$ cat config.mk
export PLATFORM = sky130hd
export DESIGN_NAME = punc_control
export DESIGN_NICKNAME = d
export VERILOG_FILES = /design/src/rtl/punc_control.sv
export SDC_FILE = /design/constraint.sdc
export NUM_CORES = 1
export LEC_CHECK = 0
export CAP_MARGIN = 30
export CORE_UTILIZATION = 45
export CTS_BUF_LIST = sky130_fd_sc_hd__clkbuf_16
export CTS_CLUSTER_DIAMETER = 30
export DETAILED_ROUTE_END_ITERATION = 12
export GPL_TIMING_DRIVEN = 1
export PLACE_DENSITY = 0.85
export SLEW_MARGIN = 5
export SYNTH_ARGS = -nofsm -noshare
export SYNTH_HDL_FRONTEND = slang
export SYNTH_SLANG_ARGS = --single-unit
$ cat constraint.sdc
create_clock -name clk -period 5.8 [get_ports clk]
set_clock_uncertainty 0.05 [all_clocks]
set_input_delay 1.16 -clock clk [delete_from_list [all_inputs] [get_ports clk]]
set_output_delay 1.16 -clock clk [all_outputs]
set_load 0.005 [all_outputs]
$ cat src/rtl/punc_control.sv
// punc_control: multi-cycle instruction-sequencing FSM for the PUNC datapath.
// The optional single-step feature is enabled by defining PUNC_STEP_EN. When
// it is defined, the design adds a step port and a WAIT state after every
// retired instruction.
module punc_control (
    input  logic        clk,
    input  logic        rst,
    input  logic [15:0] instruction,
`ifdef PUNC_STEP_EN
    input  logic        step,
`endif
    output logic [4:0]  state,
    output logic        halted,
    output logic        illegal,
    output logic [15:0] retired
);

    typedef enum logic [4:0] {
        StFetch  = 5'd0,  StDecode = 5'd1,  StAddR  = 5'd2,  StAddI  = 5'd3,
        StAndR   = 5'd4,  StAndI   = 5'd5,  StBr    = 5'd6,  StJmp   = 5'd7,
        StJsr1   = 5'd8,  StJsr2   = 5'd9,  StJsrr1 = 5'd10, StJsrr2 = 5'd11,
        StLd     = 5'd12, StLdi1   = 5'd13, StLdi2  = 5'd14, StLdr   = 5'd15,
        StLea    = 5'd16, StNot    = 5'd17, StRet   = 5'd18, StSt    = 5'd19,
        StSti1   = 5'd20, StSti2   = 5'd21, StStr   = 5'd22, StHalt  = 5'd23,
        StWait   = 5'd24
    } state_e;

    // Destination after the last exec state of an instruction
`ifdef PUNC_STEP_EN
    localparam state_e TermNext = StWait;
`else
    localparam state_e TermNext = StFetch;
`endif

    state_e      state_q, state_d;
    logic        illegal_q, illegal_d;
    logic [15:0] retired_q, retired_d;
    logic        retire;
    logic        set_illegal;

    // Only opcode and a few mode bits steer the sequencer
    logic unused_instr;
    assign unused_instr = ^{instruction[10:9], instruction[4:0]};

    // Next-state decode and retire/illegal event generation
    always_comb begin
        state_d     = state_q;
        retire      = 1'b0;
        set_illegal = 1'b0;
        case (state_q)
            StFetch:  state_d = StDecode;
            StDecode: begin
                unique case (instruction[15:12])
                    4'b0001: state_d = instruction[5] ? StAddI : StAddR;
                    4'b0101: state_d = instruction[5] ? StAndI : StAndR;
                    4'b0000: state_d = StBr;
                    4'b1100: state_d = (instruction[8:6] == 3'b111) ? StRet : StJmp;
                    4'b0100: state_d = instruction[11] ? StJsr1 : StJsrr1;
                    4'b0010: state_d = StLd;
                    4'b1010: state_d = StLdi1;
                    4'b0110: state_d = StLdr;
                    4'b1110: state_d = StLea;
                    4'b1001: state_d = StNot;
                    4'b0011: state_d = StSt;
                    4'b1011: state_d = StSti1;
                    4'b0111: state_d = StStr;
                    4'b1111: state_d = StHalt;
                    4'b1000, 4'b1101: begin
                        state_d     = StHalt;
                        set_illegal = 1'b1;
                    end
                endcase
            end
            StJsr1:  state_d = StJsr2;
            StJsrr1: state_d = StJsrr2;
            StLdi1:  state_d = StLdi2;
            StSti1:  state_d = StSti2;
            StAddR, StAddI, StAndR, StAndI, StBr, StJmp, StJsr2, StJsrr2, StLd,
            StLdi2, StLdr, StLea, StNot, StRet, StSt, StSti2, StStr: begin
                state_d = TermNext;
                retire  = 1'b1;
            end
            StHalt:  state_d = StHalt;
`ifdef PUNC_STEP_EN
            StWait:  state_d = step ? StFetch : StWait;
`endif
            // Codes 25-31 (and WAIT when stepping is compiled out) recover to FETCH
            default: state_d = StFetch;
        endcase
    end

    // Sticky illegal flag and saturating retire counter
    always_comb begin
        illegal_d = illegal_q | set_illegal;
        retired_d = retired_q;
        if (retire && (retired_q != 16'hFFFF)) begin
            retired_d = retired_q + 16'd1;
        end
    end

    // State registers with synchronous reset taking priority
    always_ff @(posedge clk) begin
        if (rst) begin
            state_q   <= StFetch;
            illegal_q <= 1'b0;
            retired_q <= 16'd0;
        end else begin
            state_q   <= state_d;
            illegal_q <= illegal_d;
            retired_q <= retired_d;
        end
    end

    assign state   = state_q;
    assign halted  = (state_q == StHalt);
    assign illegal = illegal_q;
    assign retired = retired_q;

endmodule

* Yosys cells after proc, flatten, opt, wreduce, memory -nomap -nowiden *
Cells that the tools add are included.

storage, ports and cells
  logic and storage cells = 60
  memories = 0
  RAM bits = 0
  bits in read-only memories = 0
  flip-flop bits (word level) = 22
  bits in latches = 0

operators by class
  multipliers = 0
  bitwise logic cells = 1
  mux-type cells = 9
  reduce and logical (&&, ||, !) cells = 6
  magnitude comparators = 0
  equality and inequality tests = 40
  div/mod/pow operators = 0
  add/subtract/negate cells = 1
  shift operators = 0

operators with widths
  operator                                             count
  case mux 5 bit (14 select lines)                     1
  equality test 5 x 4 -> 1 bit, second input constant  8
  equality test 5 bit, second input constant           8
  case mux 5 bit (7 select lines)                      1
  equality test 4 bit, second input constant           8
  equality test 5 x 3 -> 1 bit, second input constant  4
  OR reduction 17 bit                                  1
  adder 16 x 1 -> 16 bit, second input constant        1
  equality test 4 x 3 -> 1 bit, second input constant  4
  != test 16 bit, second input constant                1
  equality test 5 x 2 -> 1 bit, second input constant  2
  equality test 4 x 2 -> 1 bit, second input constant  2
  equality test 5 x 1 -> 1 bit, second input constant  1
  zero test 5 bit                                      1
  two-way mux 1 bit                                    5
  two-way mux 5 bit                                    1
  equality test 4 x 1 -> 1 bit, second input constant  1
  zero test 4 bit                                      1
  equality test 3 bit, second input constant           1
  OR reduction 3 bit                                   1
  two-way mux 2 bit                                    1
  OR reduction 2 bit                                   1
  logical AND 1 bit                                    1
  OR 1 bit                                             1

* Longest topological paths before layout *
Gate-level depths: netlist of the first run.

  word-level depth = 5
  gate-level depth with buffers = 7

* Worst setup path after synthesis of the first run *
OpenSTA, ideal clock, no wires.

  kind = input to register
  start = in instruction[15]
  end = reg state_q[0], in the netlist state[0]
  stages = 6
  slack = 3.625 ns
  data required time = 5.627 ns
  library setup time = 0.123 ns
  data arrival time = 2.001 ns
  path through = clkbuf_1 > nand2b_1 > o221ai_1 > and2_1 > o21ai_0 > a31oi_1

between the ends
  cells in the longest elaborated chain, start to end = 4

ends and longest elaborated chain
  what                                  RTL line  source
  start: declaration                    8         input logic [15:0] instruction,
  equality test 4 bit                   53        unique case (instruction[15:12])
  OR reduction 3 bit (no source line)   n/a
  case mux 5 bit (14 select lines) (*)  53
  case mux 5 bit (7 select lines) (*)   50        case (state_q)
  end signal: assignment                104       state_q <= StFetch;
  end signal: assignment                108       state_q <= state_d;
  end: declaration                      35        state_e state_q, state_d;

Mark *: on every way between the ends. The rest lies on a longest branch, timed or not.
A chain may end at the register's enable or synchronous reset.

* Worst setup path after layout of the first run *
  start = reg state_q[4], in the netlist state[4]
  end = out halted

between the ends
  cells in the longest elaborated chain, start to end = 1

ends and longest elaborated chain
  what                 RTL line  source
  equality test 5 bit  115       assign halted = (state_q == StHalt);
  end: declaration     13        output logic halted,

No other way between the ends.

==> qor.csv, run 1 <==
stage;metric;value;unit
outcome;outcome;finished with violations;
outcome;failing checks;design-rule violations;
worst_setup_path;Critical Path RT;4.59;ns
grt;first-pass GRT wire length;5540;um
power;Comb pwr share;0.298;
timing;Tmin final;2.99;ns
timing;setup TNS;0;ns
worst_hold_path;Cells on Worst Hold Path;2;
worst_setup_path;Worst Setup End Kind;primary output;
floorplan;die width;58.0;um
power;sw frac;0.315;
clock_tree;root buffer cell;clkbuf_16;
timing;final number of hold-violating endpoints;0;
clock_tree;TritonCTS clock tree;done;
power;Pleak;0.000577;uW
synth;Post-synth EDFFs;0;
finish;design area;1840;sq um
worst_setup_path;CP startpoint kind;flip-flop;
timing;f_max;334;MHz
worst_setup_path;Worst Reg-to-Reg Cells;7;
worst_setup_path;Worst Path Arrival;1.78;ns
synth;synthesized flop and latch total;22;
drt;met2 WL;1600;um
worst_setup_path;worst setup path category;flip-flop to primary output;
clock_tree;post-CTS setup buffer count;0;
floorplan;die height;58.0;um
clock_tree;clk buf depth;2;
synth;post-synthesis sequential area ratio;0.312;
finish;area grow syn2layout;30.3;%
floorplan;die area;3360;sq um
finish;# diodes;0;
drt;routed length on met3;114;um
finish;Nets;236;
worst_setup_path;Max FO, Critical Path;9;
timing;Least-Margin Pin Slew;0.750;ns
drt;post-route ant nets;0;
timing;fin. max-slew vios;0;
clock_tree;clock sinks;22;
clock_tree;CTS clk-pin slew, worst paths;0.06;ns
synth;Synth Area in Compound Gates;0.229;
drt;Metal-1 WL;1440;um
drt;detailed-route via count;1485;
finish;share of cells above drive strength 1;0.0694;
timing;RSZ-0062 raised after global routing;false;
grt;Overflow after GRT;0;
power;Power Dens Cells;299;nW/um^2
clock_tree;clock latency on the worst-skew pair;0.26;ns
timing;slew margin rel.;0.496;
drt;DR WL/cell;12.8;um
synth;post-synthesis mux area share;0.0151;
drt;DR vias/cell;6.01;
floorplan;core area;2850;sq um
synth;post-synthesis instance total;188;
power;Clk network pwr share;0.354;
run;max-cap violation count;0;
grt;largest net degree at the start of global routing;19;
clock_tree;H-tree level count;1;
power;Sequential Power Share;0.348;
grt;initial antenna violation count;0;
place;GP Congestion;0.806;
synth;Primary FF master, synth;dfxtp_1;
clock_tree;TritonCTS Buffers;3;
clock_tree;Resized Gates After CTS;0;
timing;crit share post-route;0.516;
synth;Syn Area/Cell;7.50;sq um
power;P_sw;173;uW
place;DP HPWL;2240;um
drt;first-pass iteration count of the detailed router;9;
synth;Post-Synth Adder-Cell Area;0.00887;
floorplan;IO Count;41;
drt;# DRC;1;
synth;largest family of logic cells by synthesized area;simple AND/OR/NAND/NOR gates;
drt;DR top layer;met4;
synth;Yosys warnings;0;
worst_hold_path;type of the worst min-delay path;flip-flop to flip-flop;
power;VDD IR max;214;uV
grt;vias in the first global route;1295;
timing;final setup violation count;0;
synth;mapped cell area;1410;sq um
power;Total Power;550;uW
synth;Post-Synth Simple-Gate Area;0.365;
power;Int Pwr;377;uW
clock_tree;Hold Buf Count CTS;0;
drt;starting DRC count in detailed routing;45;
floorplan;Site Rows;19;
synth;distinct cell type count of the synthesized netlist;41;
synth;Post-Synth XOR/XNOR Area;0.0124;
floorplan;Initial Utilization;0.494;
grt;all-layer global routing usage;0.203;
place;Port Buffers;33;
synth;Synth async-reset ratio;0;
synth;Post-Synthesis Net Count;207;
drt;final wirelength;3160;um
place;placed cell areas;1730;sq um
-- metal layers --
metal / vias up / track usage
met5: - / 0
met2: 33 / 0.353
met4: 0 / 0.0442
met1: 699 / 0.265
li1: 751 / -
met3: 2 / 0.0335
-- through the flow --
step / std cells / util / setup slack [ns] / hold WS, ns
4_1_cts: 247 / 0.644 / 2.82 / 0.443
3_5_place_dp: 243 / 0.607 / 3.10 / 0.423
5_1_grt: 247 / 0.644 / 2.65 / 0.467
3_3_place_gp: 242 / 0.606 / 3.08 / 0.405
2_1_floorplan: 188 / - / 3.63 / 0.411
6_report: 247 / 0.644 / 2.81 / 0.439
-- flip-flops by register name, indices dropped and copies added, names as in the netlist --
signal,cells
illegal,1
retired,16
state,5
-- synth_stat cells (all sizes together) (2+ instances only) --
cell    count  area [sq um]
clkbuf      5          18.8
dfxtp      22           440
or2         2          12.5
nor4        2          12.5
and4        3          31.3
nor2       13          48.8
a21boi      3          22.5
nand3      10          50.1
or3         7          43.8
o21ai      10          50.0
o31ai       7          52.6
o221ai      3          26.3
inv         6          22.5
nand2b     13          81.3
nand3b      2          15.0
nand2      14          55.1
a21oi      24           128
nand4       7          43.8
nor3        5          25.0
a31oi       2          12.5
or4         8          60.1
a21o        2          15.0
buf         6          40.0
nor2b       2          12.5
-- worst max-delay path, stage by stage (launching register included) --
cell             delay (ns)
dfxtp_1                0.47
nor2b_1                0.32
nand4_1                0.16
inv_1                  0.08
clkdlybuf4s50_1        0.49
-- cell usage in the layout, fill, tap and decap left out, types with 7 or more instances in the layout --
cell type,n
a21oi_1,22
clkdlybuf4s50_1,33
dfxtp_1,22
nand2_1,13
nand2b_1,13
nand3_1,10
nand4_1,7
nor2_1,13
o21ai_0,9
o31ai_1,7
or3_1,7
or4_1,8
-- power groups by stage --
stage / Sequential (uW) / Combinational [uW] / Clock [uW]
3_3_place_gp: 194 / 157 / 0
4_1_cts: 191 / 164 / 196
6_report: 191 / 164 / 195
5_1_grt: 196 / 184 / 202
2_1_floorplan: 180 / 132 / 0
3_5_place_dp: 194 / 162 / 0
-- final timing paths --
path / end / from / slack (ns)
min reg2reg: illegal / illegal / 0.44
max: halted / state[4] / 2.81
max reg2reg: retired[1] / retired[0] / 3.70
min: illegal / illegal / 0.44
-- cell type report --
cell class                 instances  area [sq um]
multi-input combinational        149           888
clock inverter                     1          30.0
tap                               31          38.8
timing repair buffer              35           343
clock buffer                       3          75.1
inverter                           6          22.5
sequential                        22           440
fill                             250          1010
-- kinds of logic after synthesis --
| kind of cell | count (synthesis) |
|---|---|
| fa+ha+maj | 1 |
| buf+inv | 17 |
| compound gates | 53 |
| xor+xnor | 2 |
| mux | 2 |
| simple gates | 91 |
| flops | 22 |
No activity file was read; power rests on OpenSTA's default activity.
==> run 2, diff against run 1 <==
--- a/config.mk
+++ b/config.mk
@@ -6,12 +6,12 @@
 export NUM_CORES = 1
 export LEC_CHECK = 0
 export CAP_MARGIN = 30
-export CORE_UTILIZATION = 45
+export CORE_UTILIZATION = 42
 export CTS_BUF_LIST = sky130_fd_sc_hd__clkbuf_16
 export CTS_CLUSTER_DIAMETER = 30
 export DETAILED_ROUTE_END_ITERATION = 12
 export GPL_TIMING_DRIVEN = 1
-export PLACE_DENSITY = 0.85
+export PLACE_DENSITY = 0.84
 export SLEW_MARGIN = 5
 export SYNTH_ARGS = -nofsm -noshare
 export SYNTH_HDL_FRONTEND = slang
==> constraint.sdc (replaced) <==
create_clock -name clk -period 2.72 [get_ports clk]
set_clock_uncertainty 0.05 [all_clocks]
set_input_delay 0.544 -clock clk [delete_from_list [all_inputs] [get_ports clk]]
set_output_delay 0.544 -clock clk [all_outputs]
set_load 0.005 [all_outputs]
==> run 2 against run 1 <==
  * The flow now finishes without violations
  * Critical path type unchanged
  * Register-to-register slack got worse by 3.0 ns
  * Via count grew 1.2%
  * Die area increased by 6.9%
  * Sequential cell count unchanged
  * Combinational power up 120%
  * Sequential power rose by 110%
  * Worst hold slack lost 0.0014 ns
  * Routed wire length up 2.3%
  * Power is 96% higher
==> qor.csv, run 2 (synthesis results as in run 1) <==
stage;metric;value;unit
grt;largest net degree at the start of global routing;19;
floorplan;Initial Utilization;0.451;
power;Comb pwr share;0.329;
worst_setup_path;worst setup path category;flip-flop to primary output;
grt;Overflow after GRT;0;
worst_setup_path;cell family contributing the most delay on the critical path;buffers and inverters;
clock_tree;TritonCTS Buffers;3;
power;sw frac;0.342;
place;GP Congestion;0.848;
timing;Tmin final;2.36;ns
timing;f_max;423;MHz
worst_setup_path;Worst Setup End Kind;primary output;
floorplan;die width;59.9;um
power;VDD IR max;262;uV
worst_setup_path;CP startpoint kind;flip-flop;
drt;final wirelength;3240;um
worst_setup_path;crit path cell chain;nor2b_1, nand4_1, inv_1, clkdlybuf4s50_1;
drt;starting DRC count in detailed routing;77;
outcome;outcome;completed;
finish;max reg flops;16;
grt;all-layer global routing usage;0.198;
timing;RSZ-0062 raised after global routing;false;
worst_setup_path;Worst Path Arrival;1.77;ns
clock_tree;clock latency on the worst-skew pair;0.26;ns
timing;final setup violation count;0;
timing;Least-Margin Pin Slew;0.685;ns
power;Clk network pwr share;0.293;
finish;share of cells above drive strength 1;0.0691;
place;Port Buffers;33;
drt;DR vias/cell;5.76;
timing;Fin Hold WS;0.438;ns
drt;# DRC;0;
worst_hold_path;type of the worst min-delay path;flip-flop to flip-flop;
floorplan;Site Rows;20;
power;Pleak;0.000570;uW
timing;crit share post-route;0.869;
power;P_sw;368;uW
finish;number of fill cells in the layout;296;
clock_tree;Resized Gates After CTS;0;
finish;# diodes;0;
timing;setup TNS;0;ns
timing;slew margin rel.;0.539;
clock_tree;post-CTS setup buffer count;0;
finish;commonest non-fill, non-tap cell in the layout;clkdlybuf4s50_1;
place;DP HPWL;2280;um
clock_tree;Hold Buf Count CTS;0;
floorplan;die height;59.9;um
finish;Nets;237;
run;max-cap violation count;0;
floorplan;die area;3590;sq um
clock_tree;clk buf depth;2;
clock_tree;clock sinks;22;
clock_tree;CTS clk-pin slew, worst paths;0.06;ns
grt;first-pass GRT wire length;5420;um
drt;detailed-route via count;1503;
drt;DR WL/cell;12.4;um
power;Power Dens Cells;586;nW/um^2
power;Int Pwr;709;uW
grt;initial antenna violation count;0;
floorplan;IO Count;41;
finish;area grow syn2layout;30.2;%
grt;vias in the first global route;1273;
timing;fin. max-slew vios;0;
finish;commonest cells after routing, fill and taps aside;clkdlybuf4s50_1 (33), a21oi_1 (22), dfxtp_1 (22);
clock_tree;H-tree level count;1;
worst_setup_path;critical path's slowest cell;clkdlybuf4s50_1;
clock_tree;root buffer cell;clkbuf_16;
drt;post-route ant nets;0;
clock_tree;TritonCTS clock tree;done;
power;Sequential Power Share;0.379;
worst_setup_path;Bufs and invs on worst path;2;
floorplan;core area;3130;sq um
worst_setup_path;Critical Path RT;2.13;ns
drt;first-pass iteration count of the detailed router;4;
worst_setup_path;Max FO, Critical Path;9;
timing;final number of hold-violating endpoints;0;
worst_setup_path;max incr delay on CP;0.49;ns
[run 2: worst paths after layout]
check             depth (start not counted)         end       start  slack [ns]
setup reg to reg                          7  retired[1]  retired[0]        0.66
setup / recovery                          4      halted    state[4]        0.36
hold reg to reg                           2     illegal     illegal        0.44
hold / removal                            2     illegal     illegal        0.44
[run 2: metal layers]
layer  track usage  part of all wire
met1         0.249              0.46
met2         0.322              0.47
met3        0.0260             0.043
met4         0.113             0.023
met5             0                 0
[run 2: power groups by stage]
stage	registers [uW]	clock network [uW]	logic, uW
floorplan	383	0	282
global placement	413	0	333
detailed placement	413	0	348
CTS	406	321	353
global route	415	333	393
finish	408	315	354
[run 2: worst register-to-register path, stage by stage, from the launching register on]
cell	delay [ns]
dfxtp_1	0.40
ha_1	0.19
nand3_1	0.18
or4_1	0.57
o31ai_1	0.09
buf_4	0.23
mux2i_1	0.19
nor2_1	0.05
[run 2: area by class of cell]
class                           instances  area [sq um]  area share
Tap cell                               44          55.1      0.0300
Timing Repair Buffer                   36           350       0.191
Sequential cell                        22           440       0.240
Clock buffer                            3          75.1      0.0409
Inverter                                6          22.5      0.0123
Clock inverter                          1          3.75     0.00204
Multi-Input combinational cell        149           888       0.484
[run 2: per-stage QoR]
step | util | total power, uW | instances | setup slack, ns | area, sq um
2_1_floorplan | - | 665 | 188 | 0.765 | 1410
3_3_place_gp | 0.560 | 746 | 256 | 0.588 | 1750
3_5_place_dp | 0.562 | 761 | 257 | 0.610 | 1760
4_1_cts | 0.587 | 1080 | 261 | 0.365 | 1840
5_1_grt | 0.587 | 1140 | 261 | 0.252 | 1840
6_report | 0.587 | 1080 | 261 | 0.355 | 1840
